**src/rtl/apb_pkg.sv**
```systemverilog
// rtl/apb_pkg.sv - shared APB protocol state encoding and default bus widths
package apb_pkg;

    localparam int DEF_DW = 32;
    localparam int DEF_AW = 32;

    typedef enum logic [1:0] {
        IDLE   = 2'd0,
        SETUP  = 2'd1,
        ACCESS = 2'd2
    } apb_state_t;

endpackage

```
**src/rtl/rr_arb2.sv**
```systemverilog
// rtl/rr_arb2.sv - two-input round-robin picker
module rr_arb2 (
    input  logic [1:0] valid,
    input  logic       last_grant,
    output logic       grant,
    output logic       any_valid
);

    // On a tie the requester that did not win last time goes next.
    always_comb begin
        grant     = 1'b0;
        any_valid = |valid;
        if (valid[0] && valid[1]) begin
            grant = ~last_grant;
        end else begin
            grant = valid[1];
        end
    end

endmodule

```
**src/rtl/apb_master_arb.sv**
```systemverilog
// rtl/apb_master_arb.sv - two-requester APB master with round-robin arbitration
module apb_master_arb
    import apb_pkg::*;
#(
    parameter int DW = DEF_DW,
    parameter int AW = DEF_AW
) (
    input  logic          PCLK,
    input  logic          PRESET,
    input  logic          req0_valid,
    input  logic          req1_valid,
    input  logic          req0_write,
    input  logic          req1_write,
    input  logic [AW-1:0] req0_addr,
    input  logic [AW-1:0] req1_addr,
    input  logic [DW-1:0] req0_wdata,
    input  logic [DW-1:0] req1_wdata,
    output logic          req0_done,
    output logic          req1_done,
    output logic [DW-1:0] req_rdata,
    output logic          req_err,
    output logic          PSEL,
    output logic          PENABLE,
    output logic          PWRITE,
    output logic [AW-1:0] PADDR,
    output logic [DW-1:0] PWDATA,
    input  logic          PREADY,
    input  logic [DW-1:0] PRDATA,
    input  logic          PSLVERR
);

    apb_state_t state;
    apb_state_t next_state;
    logic       grant;
    logic       arb_grant;
    logic       any_valid;
    logic       other_valid;
    logic       load;
    logic       win;

    rr_arb2 u_arb (
        .valid      ({req1_valid, req0_valid}),
        .last_grant (grant),
        .grant      (arb_grant),
        .any_valid  (any_valid)
    );

    assign other_valid = grant ? req0_valid : req1_valid;

    // The served requester is never re-granted on its completion edge.
    always_comb begin
        next_state = state;
        load       = 1'b0;
        win        = grant;
        case (state)
            IDLE: begin
                if (any_valid) begin
                    next_state = SETUP;
                    load       = 1'b1;
                    win        = arb_grant;
                end
            end
            SETUP: next_state = ACCESS;
            ACCESS: begin
                if (PREADY) begin
                    if (other_valid) begin
                        next_state = SETUP;
                        load       = 1'b1;
                        win        = ~grant;
                    end else begin
                        next_state = IDLE;
                    end
                end
            end
            default: next_state = IDLE;
        endcase
    end

    // The grant register doubles as last-grant for the arbiter.
    always_ff @(posedge PCLK or posedge PRESET) begin
        if (PRESET) begin
            state   <= IDLE;
            grant   <= 1'b1;
            PSEL    <= 1'b0;
            PENABLE <= 1'b0;
            PWRITE  <= 1'b0;
            PADDR   <= '0;
            PWDATA  <= '0;
        end else begin
            state   <= next_state;
            PSEL    <= (next_state != IDLE);
            PENABLE <= (next_state == ACCESS);
            if (load) begin
                grant  <= win;
                PWRITE <= win ? req1_write : req0_write;
                PADDR  <= win ? req1_addr  : req0_addr;
                PWDATA <= win ? req1_wdata : req0_wdata;
            end
        end
    end

    assign req0_done = (state == ACCESS) && PREADY && !grant;
    assign req1_done = (state == ACCESS) && PREADY &&  grant;
    assign req_rdata = PRDATA;
    assign req_err   = PSLVERR;

endmodule

```
**config.mk**
```make
export PLATFORM = sky130hd
export DESIGN_NAME = apb_master_arb
export DESIGN_NICKNAME = d
export VERILOG_FILES = /design/src/rtl/apb_pkg.sv /design/src/rtl/rr_arb2.sv /design/src/rtl/apb_master_arb.sv
export SDC_FILE = /design/constraint.sdc
export NUM_CORES = 1
export LEC_CHECK = 0
export CORE_MARGIN = 10
export CORE_UTILIZATION = 35
export DETAILED_ROUTE_END_ITERATION = 8
export PLACE_DENSITY_LB_ADDON = 0.2
export REMOVE_ABC_BUFFERS = 1
export SYNTH_ARGS = -nofsm -noshare
export SYNTH_HDL_FRONTEND = slang
export SYNTH_SLANG_ARGS = --single-unit
```
**constraint.sdc**
```tcl
create_clock -name PCLK -period 2.29 [get_ports PCLK]
set_input_delay 0.458 -clock PCLK [delete_from_list [all_inputs] [get_ports PCLK]]
set_output_delay 0.458 -clock PCLK [all_outputs]
set_load 0.02 [all_outputs]
```
## After elaboration in Yosys (flattened, before gate mapping)

Cells that the tools add are included.

- Bits in registers: 70
- Bits in latches: 0
- Bits in writable memories: 0
- Bits in read-only memories: 0
- Input port bits: 168
- Output and inout port bits: 102
- Logic and storage cells: 36
- Memories kept: 0

- Add/sub/neg operators: 0
- $mul: 0
- Div/mod/pow operators: 0
- Order comparisons: 0
- Equality and inequality tests: 3
- Shift-type cells: 0
- Muxes and demuxes: 17
- Bitwise operators: 1
- Reduce and logical (&&, ||, !) cells: 8

Operators with widths:

| cell | count |
|---|---|
| 32-bit two-way mux | 2 |
| 1-bit two-way mux | 10 |
| 2-bit one-hot mux with 3 select lines | 1 |
| 2-bit == test, second input constant | 2 |
| 1-bit logical AND | 4 |
| 2-bit two-way mux | 2 |
| 1-bit one-hot mux with 2 select lines | 2 |
| 2-bit by 1-bit == test with 1-bit output, second input constant | 1 |
| 2-bit zero test | 1 |
| 2-bit nonzero test | 1 |
| 2-bit OR reduction | 1 |
| 1-bit zero test | 1 |
| 1-bit inverter | 1 |

## Depth between registers and ports, before layout

Gate-level depths: netlist (run 1).

- Depth after elaboration: 5
- Mapped depth: 7
- Mapped depth without buffers: 4

## Hierarchy

A second synthesis (run 1) with hierarchy kept.

- Cells, all modules: 430
- Area, all modules: 3704.8 um^2

By module, submodules not included:

| module | times used | cells each | area each (um^2) |
|---|---|---|---|
| apb_master_arb | 1 | 428 | 3691.0 |
| rr_arb2 | 1 | 2 | 13.8 |

## Worst setup path after synthesis (run 1)

No wires, ideal clock.

- Path kind: register to output
- Start point: register (tool-made name)
- End point: output req1_done
- Arrival time: 1509 ps
- Required time: 1832 ps
- Setup slack: 323 ps
- Cell stages (with the launch flop): 5
- Buffers on the path: 3
- Cell sequence: dfstp_2 -> buf_4 -> clkbuf_1 -> clkbuf_1 -> and4_1

RTL lines:

| item | line | text |
|---|---|---|
| to (decl) | apb_master_arb.sv:19 | `output logic req1_done,` |

## Final worst setup path (run 1)

- Start point: input PREADY
- End point: output req0_done

- Word-level cells in the longest chain between the ends: 2

Ends and longest elaborated chain:

| item | line | text |
|---|---|---|
| from (decl) | apb_master_arb.sv:27 | `input logic PREADY,` |
| 1-bit logical AND (2 in series) | apb_master_arb.sv:102 | `assign req0_done = (state == ACCESS) && PREADY && !grant;` |
| to (decl) | apb_master_arb.sv:18 | `output logic req0_done,` |

No other way between the ends.

==> metrics.cfg, run 1 <==
[layout]
fin_cells = 890
diodes = 0
utilization_pct = 53.88
fin_nets = 882
syn2layout_area_growth_pct = 49.24
post_route_cells_drive_above_1_share_pct = 6.128

[floorplan]
pin_count = 270
die_h_um = 134.8
dieArea_sq_um = 18170
coreArea_sq_um = 12770
die_w_um = 134.8
rows = 41
start_util_pct = 36.11

[placement]
gp_congestion = 0.8078
hpwl_um = 13300
io_buffer_count = 203
dp.cells = 875

[worst_setup_path]
critPathTopFamily = buffers and inverters
path_class = in2out
critPathRequiredTime_ns = 1.83
end_kind = output pin
critPathBufInv = 2
cp_slowest_cell = clkdlybuf4s50_1
cp-start-kind = input port
crit_chain = clkdlybuf4s50_1, nand2b_1, nor3b_1, dlygate4sd2_1
worstPathArrival_ns = 1.61
worstPathMaxFanout = 2
cp_slowest_stage_delay_ns = 0.48

[flow_run]
cap_violations = 0

[logic_synthesis]
synth.avg_cell_area_sq_um = 7.993
synth_compound_area_share_pct = 21.89
yosysWarnings = 0
synth_area_leader_cell = dfrtp_1
ys.flop_type = dfrtp_1
synth_top_family_by_area = simple AND/OR/NAND/NOR gates
synth_top_cell_area_share_pct = 37.44
seq_area_frac_synth_pct = 38.01
synthCells = 577
synthAdderAreaFrac_pct = 0
syn_area_sq_um = 4612
yosys_register_bits = 70
async_flop_share_pct = 100.0
yosys-top-cells-area = dfrtp_1 (37%), o311a_1 (14%), nand4_1 (8.8%)
ys_top_cells_by_count = dfrtp_1 (69), nor2_1 (67), inv_1 (66), nand3_1 (66)
synth_mux_area_share_pct = 0.2170
synth_edf_count = 0
synth-simple-area-share_pct = 22.87
synth.most_common_cell = dfrtp_1
ys_types = 26
synth_xor_area_share_pct = 0

[clock_tree]
root_buffer = clkbuf_16
clk_latency_ns = 0.32
cts_sinks = 70
cts_buffers = 9
clk_path_buf_depth = 2
htreeDepth = 3
cts_tree = built
clkTransAtPathRegs_ns = 0.06
cts_setup_buffers = 0

[global_route]
grt_usage_pct = 20.32
grt_pass1_wl_um = 29660
grt_pass1_vias = 5114
grt_overflow = 0
grt_start_max_net_pins = 71
antenna_found_initial = 0

[sta]
max-slew-margin-rel_pct = 59.02
fin_worst_skew_ns = 0.002730
slew_viol_final = 0
layout_min_cycle_time_ns = 2.072
hold_ws_ns = 0.5266
grt_setup_unrepaired = no
max_freq_ghz = 0.4826
setup_viol = 0
hold_violations = 0
fin_crit_sh_pct = 90.49
tightest_slew_ns = 0.6147

[routing]
dr_total_vias = 5060
wl_per_cell_um = 21.59
first_pass_iters = 4
wl_um = 19220
first_iter_violations = 418
final_antenna_net_count = 0
viasPerCell = 5.685
drc = 0

[power]
power_leakage_nw = 2.923
p_total_w = 0.009706
power_density_nw_per_um2 = 1410
worst_ir_drop_vdd_uv = 595.8

[status]
outcome = complete, no violations

[hold_path]
hold_path.class = reg2reg

-- kinds of logic (layout without fill, tap and decap cells) --
logic type,count (synthesis),in the layout
AOI/OAI and AO/OA,134,134
buffers and inverters,164,305
DFF,70,70
muxes,1,1
and+or+nand+nor,208,208
-- repair_timing --
action / 4_1_cts / 5_1_grt
resized for setup: 2 / 0
hold buffers: 0 / 0
endpoints found under the setup margin: 2 / 0
-- metrics by stage --
stage | setup WS [ns] | cell area [sq um] | TNS (ns)
floorplan | -2.760 | 4079 | -186.66
global placement | -0.02195 | 6596 | -0.02946
detailed placement | -0.07400 | 6596 | -0.1203
CTS | 0.2078 | 6883 | 0
global route | 0.1106 | 6883 | 0
finish | 0.2178 | 6883 | 0
-- sequential cells by signal, summed over array words and instances (netlist names), named ones only --
register	flops
PADDR	32
PENABLE	1
PSEL	1
PWDATA	32
PWRITE	1
state	2
-- worst reg2reg max path: cells and delay by family, from the launching register on --
family	cells	cell delay (ns)
flops	1	0.62
buf+inv	2	0.84
simple gates	1	0.16
compound gates	2	0.36
-- routing by layer --
layer	part of all wire, %	global-route usage, %	vias up	routed length [um]
met3	11	8.939	14	2085
met1	43	26.25	2460	8241
met2	45	30.26	256	8682
met5	0.27	3.790	-	52
met4	0.81	4.172	2	156
li1	-	-	2328	-
-- cells in the final DEF, fill, tap and decap left out, types with 2 or more instances in the layout --
cell type | Yosys | layout
nand4_1 | 65 | 65
clkbuf_16 | 0 | 9
o21ai_0 | 2 | 2
nor2_1 | 67 | 67
nand3_1 | 66 | 65
a21oi_1 | 65 | 65
inv_1 | 66 | 65
clkinv_2 | 0 | 4
o311a_1 | 65 | 65
inv_2 | 0 | 2
dfrtp_1 | 69 | 69
and2_2 | 0 | 2
buf_12 | 0 | 8
buf_4 | 38 | 12
clkdlybuf4s50_1 | 0 | 201
dlygate4sd2_1 | 0 | 2
-- final timing paths --
kind / startpoint / cells after the start / to / slack, ns
worst max-delay path: PREADY / 4 / req0_done / 0.22
worst min-delay path: PADDR[16] / 2 / PADDR[16] / 0.53
worst max register to register: register / 5 / PWDATA[27] / 0.24
worst min register to register: PADDR[16] / 2 / PADDR[16] / 0.53
max in group asynchronous: PRESET / 3 / asynchronous set/reset pin / 1.34
min in group asynchronous: PRESET / 3 / PWDATA[15] / 0.57
-- report_power, final --
| group | switching [W] | internal [W] | total, W |
|---|---|---|---|
| Sequential | 0.000386 | 0.00190 | 0.00229 |
| Clock | 0.000529 | 0.000859 | 0.00139 |
| Combinational | 0.00340 | 0.00263 | 0.00603 |
-- layout make-up --
cell class                      instances  area [sq um]
Timing Repair Buffer                  223          2280
Sequential cell                        70          1753
Inverter                               67         251.5
Multi-Input combinational cell        343          2095
Clock buffer                           10         239.0
Clock inverter                          5         50.05
Tap cell                              172         215.2
Fill cell                            1198          5891
No activity file was read; power rests on OpenSTA's default activity.
==> run 2, diff against run 1 <==
--- a/config.mk
+++ b/config.mk
@@ -5,7 +5,7 @@
 export SDC_FILE = /design/constraint.sdc
 export NUM_CORES = 1
 export LEC_CHECK = 0
-export CORE_MARGIN = 10
+export CORE_MARGIN = 2
 export CORE_UTILIZATION = 35
 export DETAILED_ROUTE_END_ITERATION = 8
 export PLACE_DENSITY_LB_ADDON = 0.2
==> run 2 against run 1 <==
Compared with the run above:
- fmax is 7.1% lower
- highest routed layer unchanged
- largest power group unchanged
- largest cell class unchanged
- critical endpoint is now req1_done
- sequential share of layout area is 0.16 points higher
- flip-flop and latch count stayed put
==> metrics.cfg, run 2 (synthesized netlist as in run 1, its figures left out) <==
[clock_tree]
clk_path_buf_depth = 2
holdBufCountCts = 0
clkTransAtPathRegs_ns = 0.05
htreeDepth = 3
cts_sinks = 70
clk_latency_ns = 0.32
cts_setup_buffers = 0
cts_tree = built
root_buffer = clkbuf_16
cts_buffers = 9

[worst_setup_path]
reg2reg_slack_ns = 0.22
end_kind = output pin
cp-start-kind = input port
path_class = in2out
startpoint = PREADY
critPathRequiredTime_ns = 1.83
worstPathArrival_ns = 1.77
worstPathMaxFanout = 4
endpoint = req1_done
r2r-end = PADDR[2]
reg2reg_depth = 5

[power]
switchingPower_w = 0.004220
power_frac_comb_pct = 62.6
clkPwrFrac_pct = 13.2
p_sw_share_pct = 44.48
power_leakage_nw = 2.896
power_density_nw_per_um2 = 1387
p_seq_share_pct = 24.2
intPower_w = 0.005267
worst_ir_drop_vdd_uv = 628.3
p_total_w = 0.009488

[global_route]
antenna_found_initial = 0
grt_pass1_vias = 5052
grt_start_max_net_pins = 68
grt_pass1_wl_um = 27640
grt_usage_pct = 24.47
grt_overflow = 0

[routing]
wl_per_cell_um = 19.76
final_antenna_net_count = 0
wl_um = 17570
viasPerCell = 5.756
first_pass_iters = 5
first_iter_violations = 545
dr_total_vias = 5117
drc = 0

[sta]
setup_viol = 0
layout_min_cycle_time_ns = 2.230
hold_violations = 0
grt_setup_unrepaired = no
hold_ws_ns = 0.4755
slew_viol_final = 0
fin_worst_skew_ns = 0.002639
max-slew-margin-rel_pct = 46.48
max_freq_ghz = 0.4483
fin_crit_sh_pct = 97.40
tightest_slew_ns = 0.8028

[layout]
post_route_cells_drive_above_1_share_pct = 5.718
largestRegisters = PADDR (32), PWDATA (32), state (2)
layout_common_cells = clkdlybuf4s50_1 (202), dfrtp_1 (69), nor2_1 (67)
diodes = 0
fin_nets = 882
layout_commonest_cell = clkdlybuf4s50_1
utilization_pct = 53.77
syn2layout_area_growth_pct = 48.32

[floorplan]
dieArea_sq_um = 14110
die_w_um = 118.8
coreArea_sq_um = 12720
die_h_um = 118.8
rows = 41
pin_count = 270
start_util_pct = 36.25

[status]
outcome = complete, no violations

[placement]
hpwl_um = 11980
gp_congestion = 0.8080
io_buffer_count = 203

[hold_path]
hold_path.class = in2async

[flow_run]
cap_violations = 0

-- run 2: cell type report --
class / count / area, sq um
fillers: 1216 / 5882
repair buffers: 223 / 2268
multi-input cells: 343 / 2095
flip-flops and latches: 70 / 1753
inverters: 67 / 252.7
clock buffers: 12 / 246.5
well taps: 172 / 215.2
clock inverters: 2 / 10.01
-- run 2: timing repair --
action	4_1_cts	5_1_grt
gates resized for setup	1	0
endpoints found under the hold margin	0	0
endpoints found under the setup margin	1	0
-- run 2: worst max-delay path: stages --
cell and delay, ns:
clkdlybuf4s50_1 0.52, and4_1 0.20, clkdlybuf4s50_1 0.60
-- run 2: power by group through the flow --
stage / Clock (W) / Combinational (W) / Sequential, W
2_1_floorplan: 0 / 0.00253 / 0.00309
3_3_place_gp: 0 / 0.00584 / 0.00228
3_5_place_dp: 0 / 0.00595 / 0.00231
4_1_cts: 0.00129 / 0.00596 / 0.00230
5_1_grt: 0.00135 / 0.00640 / 0.00237
6_report: 0.00125 / 0.00594 / 0.00230
-- run 2: per-layer routing --
layer | up-vias | part of all wire, % | GRT usage, % | wire length [um]
li1 | 2323 | - | - | -
met1 | 2452 | 43 | 33.33 | 7565
met5 | - | 0.32 | 2.941 | 56
met3 | 24 | 11 | 10.18 | 1916
met2 | 316 | 44 | 35.85 | 7766
met4 | 2 | 1.5 | 5.432 | 267
-- run 2: worst min-delay path by stage --
stage	from	to	slack (ns)	cells after the start
after floorplan	state[1]	PENABLE	0.56	1
after global placement	PWDATA[9]	PWDATA[9]	0.51	2
after detailed placement	PWDATA[7]	PWDATA[7]	0.52	2
after CTS	PRESET	PWDATA[20]	0.49	2
after global routing	PRESET	PWDATA[20]	0.50	2
final	PRESET	PADDR[17]	0.48	2
-- run 2: through the flow --
step           instance area, sq um  setup slack, ns  setup TNS, ns  cells
4_1_cts                        6840          0.04965              0    889
2_1_floorplan                  4079           -2.760        -186.66    480
6_report                       6840          0.05957              0    889
3_3_place_gp                   6585         -0.08893       -0.08893    875
3_5_place_dp                   6585         -0.06336       -0.06336    875
5_1_grt                        6840          0.01740              0    889
